### src/rtl/semaforo_pkg.sv
// Shared light encodings and helpers for the traffic-light monitor.
package semaforo_pkg;

  localparam logic [2:0] VERDE_C    = 3'b100;
  localparam logic [2:0] AMARELO_C  = 3'b010;
  localparam logic [2:0] VERMELHO_C = 3'b001;

  typedef enum logic {
    UNSYNC,
    TRACK
  } trk_state_e;

  function automatic logic [2:0] proximo_cor(input logic [2:0] cor);
    case (cor)
      VERDE_C:    return AMARELO_C;
      AMARELO_C:  return VERMELHO_C;
      VERMELHO_C: return VERDE_C;
      default:    return 3'b000;
    endcase
  endfunction

  function automatic logic is_onehot(input logic [2:0] v);
    return (v == VERDE_C) || (v == AMARELO_C) || (v == VERMELHO_C);
  endfunction

endpackage

### src/rtl/light_seq_checker.sv
// Checks one registered light stream: one-hot, colour order and (optionally) phase durations.
// Flags are combinational from the current sample vs the previous one; the parent registers them.
module light_seq_checker
  import semaforo_pkg::*;
#(
  parameter bit CHECK_TIME = 1'b1,
  parameter int T_VERDE    = 10,
  parameter int T_AMARELO  = 3,
  parameter int T_VERMELHO = 8,
  parameter int CW         = 8
) (
  input  logic       clk,
  input  logic       rst,
  input  logic       smp_vld_i,
  input  logic [2:0] cor_i,
  output logic       err_onehot_o,
  output logic       err_order_o,
  output logic       err_dur_o,
  output logic       ciclo_o,
  output logic       sync_o
);

  localparam logic [CW-1:0] CNT_MAX = '1;

  trk_state_e    state_q, state_d;
  logic [2:0]    prev_q;
  logic [CW-1:0] cnt_q, cnt_d;
  logic          ovr_q, ovr_d;
  logic [CW:0]   req;
  logic          cur_oh, prev_oh, chg, succ_ok, legal_chg, in_track;

  always_comb begin
    case (prev_q)
      VERDE_C:    req = (CW+1)'(T_VERDE);
      AMARELO_C:  req = (CW+1)'(T_AMARELO);
      VERMELHO_C: req = (CW+1)'(T_VERMELHO);
      default:    req = '0;
    endcase
  end

  always_comb begin
    cur_oh    = is_onehot(cor_i);
    prev_oh   = is_onehot(prev_q);
    chg       = (cor_i != prev_q);
    succ_ok   = (cor_i == proximo_cor(prev_q));
    in_track  = (state_q == TRACK);
    legal_chg = cur_oh && prev_oh && chg && succ_ok;

    state_d      = state_q;
    cnt_d        = cnt_q;
    ovr_d        = ovr_q;
    err_onehot_o = 1'b0;
    err_order_o  = 1'b0;
    err_dur_o    = 1'b0;
    ciclo_o      = 1'b0;

    if (smp_vld_i) begin
      if (chg) begin
        cnt_d = CW'(1);
        ovr_d = 1'b0;
      end else if (cnt_q != CNT_MAX) begin
        cnt_d = cnt_q + 1'b1;
      end

      err_onehot_o = !cur_oh;
      if (cur_oh) begin
        err_order_o = (chg && prev_oh && !succ_ok) || (!prev_oh && in_track);
        // An overrun already reported this phase, so the closing change stays quiet.
        if (CHECK_TIME && in_track && !ovr_q) begin
          if (chg) begin
            err_dur_o = ({1'b0, cnt_q} != req);
          end else if ({1'b0, cnt_d} == req + 1'b1) begin
            err_dur_o = 1'b1;
            ovr_d     = 1'b1;
          end
        end
      end

      if (err_onehot_o || err_order_o) begin
        state_d = UNSYNC;
      end else if (!in_track && legal_chg) begin
        state_d = TRACK;
      end

      ciclo_o = in_track && legal_chg && (prev_q == VERMELHO_C);
    end
  end

  always_ff @(posedge clk) begin
    if (rst) begin
      state_q <= UNSYNC;
      prev_q  <= 3'b000;
      cnt_q   <= '0;
      ovr_q   <= 1'b0;
    end else if (smp_vld_i) begin
      state_q <= state_d;
      prev_q  <= cor_i;
      cnt_q   <= cnt_d;
      ovr_q   <= ovr_d;
    end
  end

  assign sync_o = (state_q == TRACK);

endmodule

### src/rtl/semaforo_monitor.sv
// Passive monitor for the A/B traffic lights; flags appear 2 edges after the offending input.
// Never drives the lights and applies no backpressure.
module semaforo_monitor
  import semaforo_pkg::*;
#(
  parameter int T_VERDE    = 10,
  parameter int T_AMARELO  = 3,
  parameter int T_VERMELHO = 8,
  parameter int CW         = 8
) (
  input  logic        clk,
  input  logic        rst,
  input  logic [2:0]  A,
  input  logic [2:0]  B,
  output logic [4:0]  err_pulse,
  output logic [4:0]  err_sticky,
  output logic [15:0] ciclos,
  output logic        sync_a
);

  logic [2:0]  a_q, b_q;
  logic        smp_vld_q;
  logic [4:0]  err_pulse_q, err_pulse_d;
  logic [4:0]  err_sticky_q, err_sticky_d;
  logic [15:0] ciclos_q, ciclos_d;

  logic a_oh, a_ord, a_dur, a_ciclo, a_sync;
  logic b_oh, b_ord, b_dur_unused, b_ciclo_unused, b_sync_unused;

  light_seq_checker #(
    .CHECK_TIME (1'b1),
    .T_VERDE    (T_VERDE),
    .T_AMARELO  (T_AMARELO),
    .T_VERMELHO (T_VERMELHO),
    .CW         (CW)
  ) u_chk_a (
    .clk          (clk),
    .rst          (rst),
    .smp_vld_i    (smp_vld_q),
    .cor_i        (a_q),
    .err_onehot_o (a_oh),
    .err_order_o  (a_ord),
    .err_dur_o    (a_dur),
    .ciclo_o      (a_ciclo),
    .sync_o       (a_sync)
  );

  // B follows A on request and may hold any colour, so only encoding and order are checked.
  light_seq_checker #(
    .CHECK_TIME (1'b0),
    .T_VERDE    (T_VERDE),
    .T_AMARELO  (T_AMARELO),
    .T_VERMELHO (T_VERMELHO),
    .CW         (CW)
  ) u_chk_b (
    .clk          (clk),
    .rst          (rst),
    .smp_vld_i    (smp_vld_q),
    .cor_i        (b_q),
    .err_onehot_o (b_oh),
    .err_order_o  (b_ord),
    .err_dur_o    (b_dur_unused),
    .ciclo_o      (b_ciclo_unused),
    .sync_o       (b_sync_unused)
  );

  always_comb begin
    err_pulse_d  = {b_ord, b_oh, a_dur, a_ord, a_oh};
    err_sticky_d = err_sticky_q | err_pulse_d;
    ciclos_d     = ciclos_q + {15'd0, a_ciclo};
  end

  // smp_vld_q masks the reset value of the input registers from being checked as a sample.
  always_ff @(posedge clk) begin
    if (rst) begin
      a_q          <= 3'b000;
      b_q          <= 3'b000;
      smp_vld_q    <= 1'b0;
      err_pulse_q  <= '0;
      err_sticky_q <= '0;
      ciclos_q     <= '0;
    end else begin
      a_q          <= A;
      b_q          <= B;
      smp_vld_q    <= 1'b1;
      err_pulse_q  <= err_pulse_d;
      err_sticky_q <= err_sticky_d;
      ciclos_q     <= ciclos_d;
    end
  end

  assign err_pulse  = err_pulse_q;
  assign err_sticky = err_sticky_q;
  assign ciclos     = ciclos_q;
  assign sync_a     = a_sync;

endmodule

### config.mk
export PLATFORM = sky130hd
export DESIGN_NAME = semaforo_monitor
export DESIGN_NICKNAME = d
export VERILOG_FILES = /design/src/rtl/semaforo_pkg.sv /design/src/rtl/light_seq_checker.sv /design/src/rtl/semaforo_monitor.sv
export SDC_FILE = /design/constraint.sdc
export NUM_CORES = 1
export LEC_CHECK = 0
export CAP_MARGIN = 10
export CORE_MARGIN = 1
export CORE_UTILIZATION = 28
export DETAILED_ROUTE_END_ITERATION = 10
export SYNTH_ARGS = -nofsm -noshare
export SYNTH_HDL_FRONTEND = slang
export SYNTH_SLANG_ARGS = --single-unit
### constraint.sdc
create_clock -name clk -period 2.51 [get_ports clk]
set_clock_uncertainty 0.1 [all_clocks]
set_input_delay 0.251 -clock clk [delete_from_list [all_inputs] [get_ports clk]]
set_output_delay 0.251 -clock clk [all_outputs]
set_load 0.02 [all_outputs]
==> key figures <==
GRT
  • Initial antenna violation count: 0
  • First-pass GRT wire length: ~10,000 µm
  • Vias in the first global route: 2,251
  • Largest net degree at the start of global routing: 40
  • Total grt overflow: 0
  • GRT Total Usage: roughly an eighth

Drt
  • Final ANT Viol Nets: 0
  • Detailed Route WL: 6200 µm
  • Initial drt markers: between 80 and 90
  • DRC viols: 0
  • DRT Pass-1 Iters: 4
  • WL/cell: approximately 13 µm
  • Routed vias: around 2,400
  • Vias per Instance: ~5.0

Synthesis
  • Synth async-reset ratio: 0%
  • EDFF count, synth: 0
  • Cells after Synth: 320
  • Post-synthesis area per instance: roughly 8 µm²
  • Mapped Area: 2630 µm²
  • Seq cells post-synth: 50
  • Library cells used by synthesis: between 50 and 60
  • Part of the Yosys area used for sequential elements: around two fifths
  • Top_reg_cell synth: dfxtp_1
  • Synthesis Warnings: 0
  • Mapped Nets: ~330

Timing
  • Worst hold slack: 0.353 ns
  • Final setup viols: 13
  • Actual slew at the worst max-slew pin: around 0.56 ns
  • Final Hold Viols: 0
  • Final worst-path cycle share: 105%
  • Slew Limit Headroom: between 60% and 70%
  • RSZ-0062 raised after global routing: true
  • F_max: roughly 380 MHz
  • Final min period: between 2 and 3 ns
  • Final count of pins violating max slew: 0
  • Post-route setup slack: -0.136 ns

CTS
  • H-tree depth: 2
  • CTS tree: done
  • CTS root buffer: clkbuf_8
  • Worst-skew pair later-pin latency: about 0.31 ns
  • CTS Buf Count: 5
  • Clock-pin slew on the worst setup and hold paths: approximately 0.1 ns
  • CTS Sinks: 50
  • Hold-fix buffers, CTS: 0
  • Clock tree buffer depth: 2

Floorplan
  • Die area: 9790 µm²
  • Starting Density: 28.7%
  • # IOs: 35
  • Core region area: between 9000 and 10,000 µm²
  • FP Rows: 35
  • Die height: approximately 99 µm
  • Die Wd: about 100 µm

Min path
  • Worst Hold End: u_chk_a.ovr_q$_SDFFE_PP0P_
  • Worst Hold Launch: u_chk_a.ovr_q$_SDFFE_PP0P_
  • Hold path depth: 2
  • Class of the worst hold path: flop to flop

Place
  • Port Buffers: 34
  • GPL Wtd Cong: 0.788
  • Post-DP HPWL: 4270 µm

Setup path
  • Reg2reg end: ciclos[6]$_SDFF_PP0_
  • Crit. Startpoint: u_chk_a.prev_q[0]$_SDFFE_PP0P_
  • Worst r2r path cells: 11
  • CP Capture Type: flop
  • R2r setup slk: -0.14 ns
  • Critical register-to-register path startpoint: u_chk_a.prev_q[0]$_SDFFE_PP0P_
  • Crit Path Class: flop to flop
  • Worst-path maximum fanout: 5
  • Critical path arrival: between 2 and 3 ns
  • CP startpoint kind: flop
  • Critical path required time: 2.59 ns

Flow run
  • Maxcap violations: 0

Finish
  • Fraction of layout cells with a size suffix above 1: about 18%
  • Final nets: between 300 and 400
  • N_diodes: 0
  • Layout area overhead: 30.8%
  • Register Area: between 1000 and 1500 µm²
  • Multi-input logic area: approximately 1600 µm²
  • Layout fillers: around 900

Status
  • Failing checks: setup timing
  • Status: complete, but fails checks

Power
  • Final Total Pwr: between 1500 and 2000 µW
  • Cell Pwr Density: between 400 and 500 nW/µm²
  • Maximum vdd drop: 330 µV
  • Leakage power total: roughly 0.0013 µW
-- layer usage --
layer  global-route usage [%]  part of all wire [%]
met5                        0                     0
met4                     3.44                  0.85
met3                     2.62                   3.5
met2                     22.1                    47
met1                     16.6                    49
-- stage by stage --
step	util [%]	cells	setup WS (ns)	TNS [ns]	area, µm²
3_3_place_gp	35.3	467	-0.222	-1.92	3230
3_5_place_dp	35.3	467	-0.301	-2.72	3230
6_report	37.6	481	-0.136	-0.888	3440
4_1_cts	36.6	475	-0.138	-1.02	3350
5_1_grt	37.6	481	-0.283	-2.49	3440
2_1_floorplan	-	320	-0.121	-0.792	2670
-- placed cells by master (no fill, tap or decap), types with 9 or more instances in the layout --
cell	n
nor3_1	10
a21oi_1	10
nand2_1	27
xor2_1	12
nor2b_1	14
xnor2_1	12
nand4_1	9
clkdlybuf4s50_1	34
nand3_1	13
nor2_1	38
dfxtp_1	47
buf_4	35
-- sequential cells by signal, summed over array words and instances, names as in the netlist --
name            cells
ciclos             16
b_q                 3
u_chk_a.cnt_q       8
u_chk_a.prev_q      3
u_chk_a.sync_o      1
u_chk_b.sync_o      1
err_sticky          5
smp_vld_q           1
u_chk_a.ovr_q       1
a_q                 3
u_chk_b.prev_q      3
err_pulse           5
-- power breakdown --
group | switching [µW] | internal [µW] | total (µW)
logic | 129 | 123 | 252
clock network | 279 | 193 | 473
registers | 24.0 | 812 | 836
total | 433 | 1130 | 1560
-- worst max-delay path by stage --
stage / to / slack [ns] / cells after the start
final: ciclos[6]$_SDFF_PP0_ / -0.14 / 11
after global routing: ciclos[6]$_SDFF_PP0_ / -0.28 / 11
after CTS: ciclos[6]$_SDFF_PP0_ / -0.14 / 11
after detailed placement: ciclos[9]$_SDFF_PP0_ / -0.30 / 10
after global placement: ciclos[15]$_SDFF_PP0_ / -0.22 / 10
after floorplan: ciclos[9]$_SDFF_PP0_ / -0.12 / 11
-- cells in the mapped netlist (3+ instances only) --
cell,count,area (µm²)
nor2b_1,14,87.6
buf_2,7,35.0
a31oi_1,3,18.8
nand4_1,9,56.3
a32oi_1,4,35.0
xor2_1,12,105
and2_1,3,18.8
a21oi_1,10,50.1
nor3_1,12,60.1
nand3_1,14,70.1
nor2_1,38,143
o21a_1,5,37.5
or3_1,3,18.8
and3_1,5,31.3
xnor2_1,13,114
a21o_1,5,37.5
buf_4,4,30.0
ha_1,3,37.5
o21ai_0,8,40.0
mux2i_1,8,80.1
a211oi_1,6,45.0
inv_1,3,11.3
nand2_1,31,116
clkbuf_1,13,48.8
dfxtp_1,50,1000
-- cell type report --
| cell class | count | area share (%) |
|---|---|---|
| inverters | 3 | 0.327 |
| repair buffers | 70 | 17.9 |
| multi-input cells | 240 | 46.0 |
| clock inverters | 2 | 0.400 |
| clock buffers | 5 | 2.00 |
| flip-flops and latches | 50 | 29.3 |
| well taps | 111 | 4.04 |
-- critical path, stage by stage, from the launching register on --
cell and delay (ns):
dfxtp_4 0.41, nor2_4 0.05, or3_4 0.32, a211o_1 0.30, a2111oi_4 0.31, and3_1 0.21
ha_2 0.20, ha_4 0.16, and3_4 0.20, nand3_2 0.07, xor2_1 0.14, nor2_1 0.05
-- cell families (layout without fill, tap and decap cells) --
kind of cell | count (synthesis) | count (layout) | synth area share (%)
AO/OA/AOI/OAI | 62 | 62 | 17.3
AND/OR/NAND/NOR | 141 | 141 | 26.2
XOR/XNOR | 25 | 25 | 8.32
adder cells (fa/ha/maj) | 3 | 3 | 1.43
multiplexers | 9 | 9 | 3.47
flip-flops | 50 | 50 | 38.0
buffers and inverters | 30 | 80 | 5.23
-- timing repair --
| item | CTS | global route |
|---|---|---|
| buffers inserted | 1 | 6 |
| setup endpoints to repair | 14 | 14 |
| resized for setup | 9 | 12 |
| endpoints found under the hold margin | 0 | 0 |
| pin swaps | 3 | 6 |
Note: power is estimated with default switching activity, not from simulation.
